$ cat src/rtl/acc_pkg.sv
// rtl/acc_pkg.sv - shared widths and state encoding for the accumulator feeder
package acc_pkg;

    localparam int IN_DATA_WIDTH = 8;
    localparam int DWIDTH        = 16;
    localparam int AWIDTH        = 8;

    typedef logic [2:0] state_t;

    localparam logic [2:0] S_IDLE = 3'd0;
    localparam logic [2:0] S_RUN  = 3'd1;
    localparam logic [2:0] S_READ = 3'd2;
    localparam logic [2:0] S_WAIT = 3'd3;
    localparam logic [2:0] S_DONE = 3'd4;

endpackage

$ cat src/rtl/acc_feeder_if.sv
// rtl/acc_feeder_if.sv - operand memory and accumulator bus between feeder and core
interface acc_feeder_if
    import acc_pkg::*;
#(
    parameter int IN_W = IN_DATA_WIDTH,
    parameter int D_W  = DWIDTH,
    parameter int A_W  = AWIDTH
);
    logic [A_W-1:0]  addr_o;
    logic            ce_o;
    logic [IN_W-1:0] q_i;
    logic            run_o;
    logic            valid_o;
    logic [IN_W-1:0] number_o;
    logic            acc_valid_i;
    logic [D_W-1:0]  acc_result_i;

    modport master (
        output addr_o, ce_o, run_o, valid_o, number_o,
        input  q_i, acc_valid_i, acc_result_i
    );

    modport slave (
        input  addr_o, ce_o, run_o, valid_o, number_o,
        output q_i, acc_valid_i, acc_result_i
    );
endinterface

$ cat src/rtl/acc_feeder.sv
// rtl/acc_feeder.sv - clears the accumulator, streams N operands from memory, captures the sum
module acc_feeder
    import acc_pkg::*;
#(
    parameter int IN_W = IN_DATA_WIDTH,
    parameter int D_W  = DWIDTH,
    parameter int A_W  = AWIDTH
) (
    input  logic            clk,
    input  logic            reset,
    input  logic            start_i,
    input  logic [A_W:0]    num_cnt_i,
    acc_feeder_if.master    bus,
    output logic            idle_o,
    output logic            running_o,
    output logic            done_o,
    output logic [D_W-1:0]  result_o
);

    state_t          state;
    logic [A_W:0]    n_r;
    logic [A_W:0]    rd_cnt;
    logic [A_W:0]    rx_cnt;
    logic            valid_r;
    logic [D_W-1:0]  result_r;
    logic [A_W:0]    n_last;

    assign n_last = n_r - (A_W+1)'(1);

    always_ff @(posedge clk) begin
        if (reset) begin
            state    <= S_IDLE;
            n_r      <= '0;
            rd_cnt   <= '0;
            rx_cnt   <= '0;
            valid_r  <= 1'b0;
            result_r <= '0;
        end else begin
            // valid trails the read enable by the memory's one-cycle latency
            valid_r <= (state == S_READ);
            case (state)
                S_IDLE: begin
                    if (start_i) begin
                        n_r    <= num_cnt_i;
                        rd_cnt <= '0;
                        rx_cnt <= '0;
                        state  <= S_RUN;
                    end
                end
                S_RUN: begin
                    if (n_r == '0) begin
                        result_r <= '0;
                        state    <= S_DONE;
                    end else begin
                        state <= S_READ;
                    end
                end
                S_READ: begin
                    // result pulses can already arrive while reads are still issuing
                    if (bus.acc_valid_i) rx_cnt <= rx_cnt + (A_W+1)'(1);
                    if (rd_cnt == n_last) begin
                        state <= S_WAIT;
                    end else begin
                        rd_cnt <= rd_cnt + (A_W+1)'(1);
                    end
                end
                S_WAIT: begin
                    if (bus.acc_valid_i) begin
                        if (rx_cnt == n_last) begin
                            result_r <= bus.acc_result_i;
                            state    <= S_DONE;
                        end else begin
                            rx_cnt <= rx_cnt + (A_W+1)'(1);
                        end
                    end
                end
                S_DONE:  state <= S_IDLE;
                default: state <= S_IDLE;
            endcase
        end
    end

    assign bus.addr_o   = rd_cnt[A_W-1:0];
    assign bus.ce_o     = (state == S_READ);
    assign bus.run_o    = (state == S_RUN);
    assign bus.valid_o  = valid_r;
    assign bus.number_o = bus.q_i;

    assign idle_o    = (state == S_IDLE);
    assign running_o = (state == S_RUN) || (state == S_READ) || (state == S_WAIT);
    assign done_o    = (state == S_DONE);
    assign result_o  = result_r;

endmodule

$ cat src/flat_wrapper.sv
// flat-port wrapper written by rule: the top's interface ports become plain ports
module acc_feeder_flat import acc_pkg::*;
#(
    parameter int IN_W = IN_DATA_WIDTH,
    parameter int D_W  = DWIDTH,
    parameter int A_W  = AWIDTH
)
  (clk, reset, start_i, num_cnt_i, idle_o, running_o, done_o, result_o, bus_addr_o, bus_ce_o, bus_run_o, bus_valid_o, bus_number_o, bus_q_i, bus_acc_valid_i, bus_acc_result_i);
  acc_feeder_if #(.IN_W(IN_W), .D_W(D_W), .A_W(A_W)) bus_i ();
  input  logic clk;
  input  logic reset;
  input  logic start_i;
  input  logic [A_W:0] num_cnt_i;
  output logic idle_o;
  output logic running_o;
  output logic done_o;
  output logic [D_W-1:0] result_o;
  output wire logic [$bits(bus_i.addr_o)-1:0] bus_addr_o;
  output wire logic [$bits(bus_i.ce_o)-1:0] bus_ce_o;
  output wire logic [$bits(bus_i.run_o)-1:0] bus_run_o;
  output wire logic [$bits(bus_i.valid_o)-1:0] bus_valid_o;
  output wire logic [$bits(bus_i.number_o)-1:0] bus_number_o;
  input wire logic [$bits(bus_i.q_i)-1:0] bus_q_i;
  input wire logic [$bits(bus_i.acc_valid_i)-1:0] bus_acc_valid_i;
  input wire logic [$bits(bus_i.acc_result_i)-1:0] bus_acc_result_i;
  assign bus_addr_o = bus_i.addr_o;
  assign bus_ce_o = bus_i.ce_o;
  assign bus_run_o = bus_i.run_o;
  assign bus_valid_o = bus_i.valid_o;
  assign bus_number_o = bus_i.number_o;
  assign bus_i.q_i = bus_q_i;
  assign bus_i.acc_valid_i = bus_acc_valid_i;
  assign bus_i.acc_result_i = bus_acc_result_i;
  acc_feeder #(.IN_W(IN_W), .D_W(D_W), .A_W(A_W)) u_core (.clk(clk), .reset(reset), .start_i(start_i), .num_cnt_i(num_cnt_i), .bus(bus_i), .idle_o(idle_o), .running_o(running_o), .done_o(done_o), .result_o(result_o));
endmodule
$ cat config.mk
export PLATFORM = sky130hd
export DESIGN_NAME = acc_feeder_flat
export DESIGN_NICKNAME = d
export VERILOG_FILES = /design/src/rtl/acc_pkg.sv /design/src/rtl/acc_feeder_if.sv /design/src/rtl/acc_feeder.sv /design/src/flat_wrapper.sv
export SDC_FILE = /design/constraint.sdc
export NUM_CORES = 1
export LEC_CHECK = 0
export CAP_MARGIN = 0
export CELL_PAD_IN_SITES_DETAIL_PLACEMENT = 1
export CELL_PAD_IN_SITES_GLOBAL_PLACEMENT = 1
export CORE_MARGIN = 3
export CORE_UTILIZATION = 30
export DETAILED_ROUTE_END_ITERATION = 12
export PLACE_DENSITY = 0.81
export SYNTH_ARGS = -nofsm -noshare
export SYNTH_HDL_FRONTEND = slang
export SYNTH_SLANG_ARGS = --single-unit
$ cat constraint.sdc
create_clock -name clk -period 2.3 [get_ports clk]
set_input_delay 0.46 -clock clk [delete_from_list [all_inputs] [get_ports clk]]
set_output_delay 0.46 -clock clk [all_outputs]
set_load 0.02 [all_outputs]
==> Word-level counts from Yosys, hierarchy flattened <==
Index checks and enable logic that the tools add are counted.
{ "classes": {"reduce_logical": 12, "n_addsub": 3, "eq_ne": 14, "mux": 17} }
{ "op_table": {"columns": ["cell", "count"], "rows": [
  ["$mux W16", 3],
  ["$mux W9", 5],
  ["$pmux W16 S2", 1],
  ["$pmux W9 S3", 1],
  ["$add A9 B1 Y9 const B", 2],
  ["$eq A9 B9 Y1", 2],
  ["$pmux W9 S2", 1],
  ["$mux W3", 5],
  ["$pmux W3 S4", 1],
  ["$logic_not A9 Y1", 1],
  ["$sub A9 B1 Y9 const B", 1],
  ["$ne A2 B1 Y1 const B", 4],
  ["$ne A2 B2 Y1 const B", 4],
  ["$reduce_and A4 Y1", 2],
  ["$eq A3 B2 Y1 const B", 2],
  ["$reduce_and A5 Y1", 1],
  ["$reduce_bool A2 Y1", 2],
  ["$eq A3 B1 Y1 const B", 1],
  ["$eq A3 B3 Y1 const B", 1],
  ["$logic_not A3 Y1", 1],
  ["$reduce_and A3 Y1", 1],
  ["$reduce_bool A3 Y1", 1],
  ["$logic_or A1 B1 Y1", 2],
  ["$reduce_and A2 Y1", 1]
]} }
{ "word_totals": {"in_bits": 37, "register_bits": 47} }

==> Depth between registers and ports, before layout <==
{ "depth": {"depth_word": 5, "ltp_mapped": 11, "mapped_depth_nobuf": 9} }

==> Worst setup path before layout <==
Ideal clock, no wire load.
{ "synth_timing": {"kind": "register to register", "start": "register u_core.n_r[0]", "end": "register u_core.result_r[10] (netlist: u_core.result_o[10])", "setup_ns": 0.060, "arrival_time_ns": 2.435, "path_buffers": 1, "slack_ns": -0.195, "synth_period_minus_slack_ns": 2.495, "stages_incl_launch_ff": 11, "cell_sequence": "dfxtp_1 -> buf_6 -> inv_1 -> ha_1 -> nor3b_2 -> mux2i_1 -> nor3b_1 -> or3_1 -> a41o_1 -> a21oi_1 -> a22o_1"} }
{ "synth_between": {"elab_chain_len": 4} }
{ "synth_lines": {"columns": ["item", "line", "source"], "rows": [
  ["start, declared", "acc_feeder.sv:21", "logic [A_W:0] n_r;"],
  ["start signal, assigned", "acc_feeder.sv:44", "n_r <= num_cnt_i;"],
  ["$sub A9 B1 Y9", "acc_feeder.sv:28", "assign n_last = n_r - (A_W+1)'(1);"],
  ["$eq A9 B9 Y1", "acc_feeder.sv:69", "if (rx_cnt == n_last) begin"],
  ["$ne A2 B1 Y1 (no line)", null, null],
  ["$reduce_and A4 Y1 (no line) (*)", null, null],
  ["end signal, assigned", "acc_feeder.sv:70", "result_r <= bus.acc_result_i;"],
  ["end, declared", "acc_feeder.sv:25", "logic [D_W-1:0] result_r;"]
]} }
Every way passes the cells marked *; elsewhere a longest branch is shown, timed or not.
A chain may end at the register's enable or synchronous reset.

==> Worst setup path after layout <==
{ "layout_timing": {"start": "register u_core.n_r[1]", "end": "register u_core.result_r[2] (netlist: u_core.result_o[2])"} }
Same word-level chain as after synthesis.

==> results.sh <==
export IMPL_gpl_final_weighted_congestion=0.816
export IMPL_die_height_um=105
export IMPL_synthesis_nets=382
export IMPL_clk_insertion_delay_late_ps=310
export IMPL_criticalPathCategory="reg2reg"
export IMPL_detailedPlace_worstSlack_ps=-280
export IMPL_tns_ps=-4990
export IMPL_critical_path_required_ps=2540
export IMPL_multiInputGateArea_um2=2000
export IMPL_initial_core_util_pct=31.3
export IMPL_ys_seq_elements=47
export IMPL_detailedRoute_firstPassIterationCount=4
export IMPL_violations_in_the_final_reports="setup timing"
export IMPL_post_synth_xor_area_fraction_pct=8.03
export IMPL_grt_overflow_total=0
export IMPL_numPlacedInstances=537
export IMPL_p_sw_mw=1.08
export IMPL_final_max_slew_viol_count=0
export IMPL_timing_fmax_mhz=399
export IMPL_worst_clock_skew_ps=6.99
export IMPL_ioPinCount=75
export IMPL_routed_wl_um=9710
export IMPL_area_after_dpl_um2=3840
export IMPL_synth_simple_gate_area_share_pct=24.6
export IMPL_synth_cells=342
export IMPL_ys_async_sr_fraction_pct=0
export IMPL_power_share_sequential_pct=33.2
export IMPL_unrepaired_setup_endpoints_after_global_routing="true"
export IMPL_whs_ps=493
export IMPL_synth_adder_area_share_pct=1.28
export IMPL_netSwitchingFraction_pct=39.7
export IMPL_final_setup_viol_count=34
export IMPL_ant_nets=0
export IMPL_slew_headroom_pct=66.9
export IMPL_clk_pin_slew_worst_setup_hold_paths_ps=100
export IMPL_worst_path_max_fanout=7
export IMPL_cts_root_buffer_cell="sky130_fd_sc_hd__clkbuf_8"
export IMPL_power_share_combinational_pct=47.3
export IMPL_cp_startpoint="u_core.n_r[1]"
export IMPL_number_of_global_route_vias_before_repair=3168
export IMPL_syn_area_um2=2930
export IMPL_dieWidth_um=105
export IMPL_holdBufCountCts=0
export IMPL_hold_wc_path_type="reg2reg"
export IMPL_arrival_ps=2750
export IMPL_fillers=1122
export IMPL_critical_path_reg2reg_startpoint="u_core.n_r[1]"
export IMPL_dominant_combinational_cell_family_by_area_after_synthesis="simple AND/OR/NAND/NOR gates"
export IMPL_num_vias=2866
export IMPL_cts_htree_levels=2
export IMPL_drv_max_cap_violation_count=0
export IMPL_holdCritStartpoint="u_core.result_o[9]"
export IMPL_vias_per_cell=5.13
export IMPL_synthTopCellsByArea="sky130_fd_sc_hd__dfxtp_1, sky130_fd_sc_hd__nand2_1, sky130_fd_sc_hd__mux2_4"
export IMPL_finalHoldViolCount=0
export IMPL_p_per_area_nw_per_um2=634
export IMPL_portBuffers=58
export IMPL_cts_path_max_buffers=2
export IMPL_layout_area_overhead_vs_synth_pct=45.8
export IMPL_drive_gt1_share_pct=31.9
export IMPL_final_net_count=469
export IMPL_outcome="finished, violations left"
export IMPL_power_ir_vdd_worst_mv=0.259
export IMPL_final_cycle_share_pct=109
export IMPL_layout_setup_ws_ps=-205
export IMPL_synth_largest_area_cell="sky130_fd_sc_hd__dfxtp_1"
export IMPL_gr_usage_all_layers_pct=17.0
export IMPL_synth_compound_area_share_pct=18.7
export IMPL_clock_tree_from_tritoncts="yes"
export IMPL_antenna_found_initial=0
export IMPL_clock_tree_sinks=47
export IMPL_die_area_um2=11000
export IMPL_drc_errors=0
export IMPL_total_inserted_antenna_cells=0
export IMPL_maximum_number_of_pins_on_one_net_before_global_route_repair=16
export IMPL_p_leak_nw=1.69
export IMPL_global_route_wire_length_before_repair_um=15500
export IMPL_synth_mux_area_fraction_pct=7.05
export IMPL_ys_types=54
export IMPL_netlist_area_leader_share_pct=32.1
export IMPL_num_rows=35
export IMPL_period_minus_slack_ps=2510
export IMPL_stdcell_area_um2=4270
export IMPL_timing_worst_slew_pin_value_ps=493
export IMPL_number_of_enable_type_register_cells_in_the_synthesized_netlist=0
export IMPL_cts_buffers=5
export IMPL_sequential_cell_area_um2=943
export IMPL_core_area_um2=9370
export IMPL_p_clk_share_pct=19.5
export IMPL_yosys_warnings=0
export IMPL_endpoint_kind="flip-flop"
export IMPL_synth_flop_cell="sky130_fd_sc_hd__dfxtp_1"
export IMPL_drtIter0Drc=99
export IMPL_synthTopCellsByCount="sky130_fd_sc_hd__nand2_1, sky130_fd_sc_hd__dfxtp_1, sky130_fd_sc_hd__nor2_1"
export IMPL_fin_cells=559
export IMPL_detailed_place_hpwl_um=6820
export IMPL_detail_routed_net_length_per_standard_cell_um=17.4
export IMPL_power_report_internal_total_mw=1.63
export IMPL_synth_most_common_cell="sky130_fd_sc_hd__nand2_1"
export IMPL_ys_seq_area_share_pct=32.1
export IMPL_startpoint_type="flip-flop"
export IMPL_postSynthAreaPerCell_um2=8.56
[final timing paths]
path         slack, ps  cells past startpoint            endpoint
max reg2reg       -210                      8  u_core.result_o[2]
min reg2reg        490                      1  u_core.result_o[9]
min                490                      1  u_core.result_o[9]
max               -210                      8  u_core.result_o[2]
[registers in the layout, indices dropped and copies added (netlist names)]
| name | count |
|---|---|
| u_core.result_o | 16 |
| u_core.n_r | 9 |
| u_core.rd_cnt | 9 |
| u_core.rx_cnt | 9 |
| u_core.state | 3 |
| u_core.bus.valid_o | 1 |
[area by class of cell]
cell class	instances	share of cell area [%]
timing repair buffer	114	24.3
inverter	10	0.879
sequential	47	22.1
clock inverter	2	0.293
multi-input combinational	251	46.9
tap	129	3.78
clock buffer	6	1.70
[critical path, stage by stage (launching register included)]
cell and delay [ps]:
sky130_fd_sc_hd__dfxtp_2 340, sky130_fd_sc_hd__or4_4 580, sky130_fd_sc_hd__o211a_1 240, sky130_fd_sc_hd__nor4_2 180
sky130_fd_sc_hd__o2111a_2 330, sky130_fd_sc_hd__nand4_4 180, sky130_fd_sc_hd__buf_12 190, sky130_fd_sc_hd__mux2_4 300
sky130_fd_sc_hd__o22ai_2 90
[routing by layer]
| metal | vias to the layer above | routed length [um] | track usage, % |
|---|---|---|---|
| met3 | 15 | 300 | 3.15 |
| met2 | 55 | 5120 | 31.6 |
| met5 | - | 0 | 0 |
| li1 | 1364 | - | - |
| met1 | 1432 | 4170 | 19.9 |
| met4 | 0 | 126 | 4.59 |
[kinds of logic after synthesis]
logic type | after synthesis
xor gates and xnor gates | 19
buffers and inverters | 44
adders and majority gates | 3
AOI/OAI and AO/OA | 72
DFF | 47
and+or+nand+nor | 141
muxes | 16
[timing repair]
| action | CTS | global route |
|---|---|---|
| setup buffers | 12 | 2 |
| endpoints found under the setup margin | 37 | 41 |
| pin swaps | 28 | 14 |
| gates resized for setup | 32 | 27 |
| hold endpoints to repair | 0 | 0 |
[power groups by stage]
stage	Sequential (mW)	Combinational (mW)	Clock, mW
final	0.899	1.28	0.528
after global routing	0.905	1.37	0.566
after CTS	0.895	1.19	0.532
after detailed placement	0.913	1.07	0
after global placement	0.911	1.03	0
after floorplan	0.906	0.686	0
[through the flow]
step / total power, mW / util, %
global placement: 1.94 / 40.9
finish: 2.71 / 45.6
CTS: 2.62 / 44.1
floorplan: 1.59 / -
detailed placement: 1.99 / 40.9
global route: 2.84 / 45.6
[placed cells by master, fill, tap and decap left out, types with 3 or more instances in the layout]
cell,count
sky130_fd_sc_hd__a211oi_2,3
sky130_fd_sc_hd__a21oi_1,15
sky130_fd_sc_hd__a21oi_2,6
sky130_fd_sc_hd__a21oi_4,3
sky130_fd_sc_hd__a22o_1,6
sky130_fd_sc_hd__a31oi_1,3
sky130_fd_sc_hd__and2_1,3
sky130_fd_sc_hd__and3_1,7
sky130_fd_sc_hd__buf_4,50
sky130_fd_sc_hd__buf_6,5
sky130_fd_sc_hd__clkbuf_8,5
sky130_fd_sc_hd__clkdlybuf4s50_1,54
sky130_fd_sc_hd__dfxtp_1,45
sky130_fd_sc_hd__dlymetal6s2s_1,3
sky130_fd_sc_hd__inv_1,9
sky130_fd_sc_hd__mux2_4,10
sky130_fd_sc_hd__mux2i_1,6
sky130_fd_sc_hd__nand2_1,47
sky130_fd_sc_hd__nand2_2,6
sky130_fd_sc_hd__nand2b_1,12
sky130_fd_sc_hd__nand3_1,9
sky130_fd_sc_hd__nor2_1,26
sky130_fd_sc_hd__nor3_1,4
sky130_fd_sc_hd__nor3_2,4
sky130_fd_sc_hd__nor3b_2,3
sky130_fd_sc_hd__o21ai_0,3
sky130_fd_sc_hd__o22ai_2,10
sky130_fd_sc_hd__or4_4,3
sky130_fd_sc_hd__xnor2_1,11
sky130_fd_sc_hd__xnor3_1,5
Power figures use the tool's default switching activity.
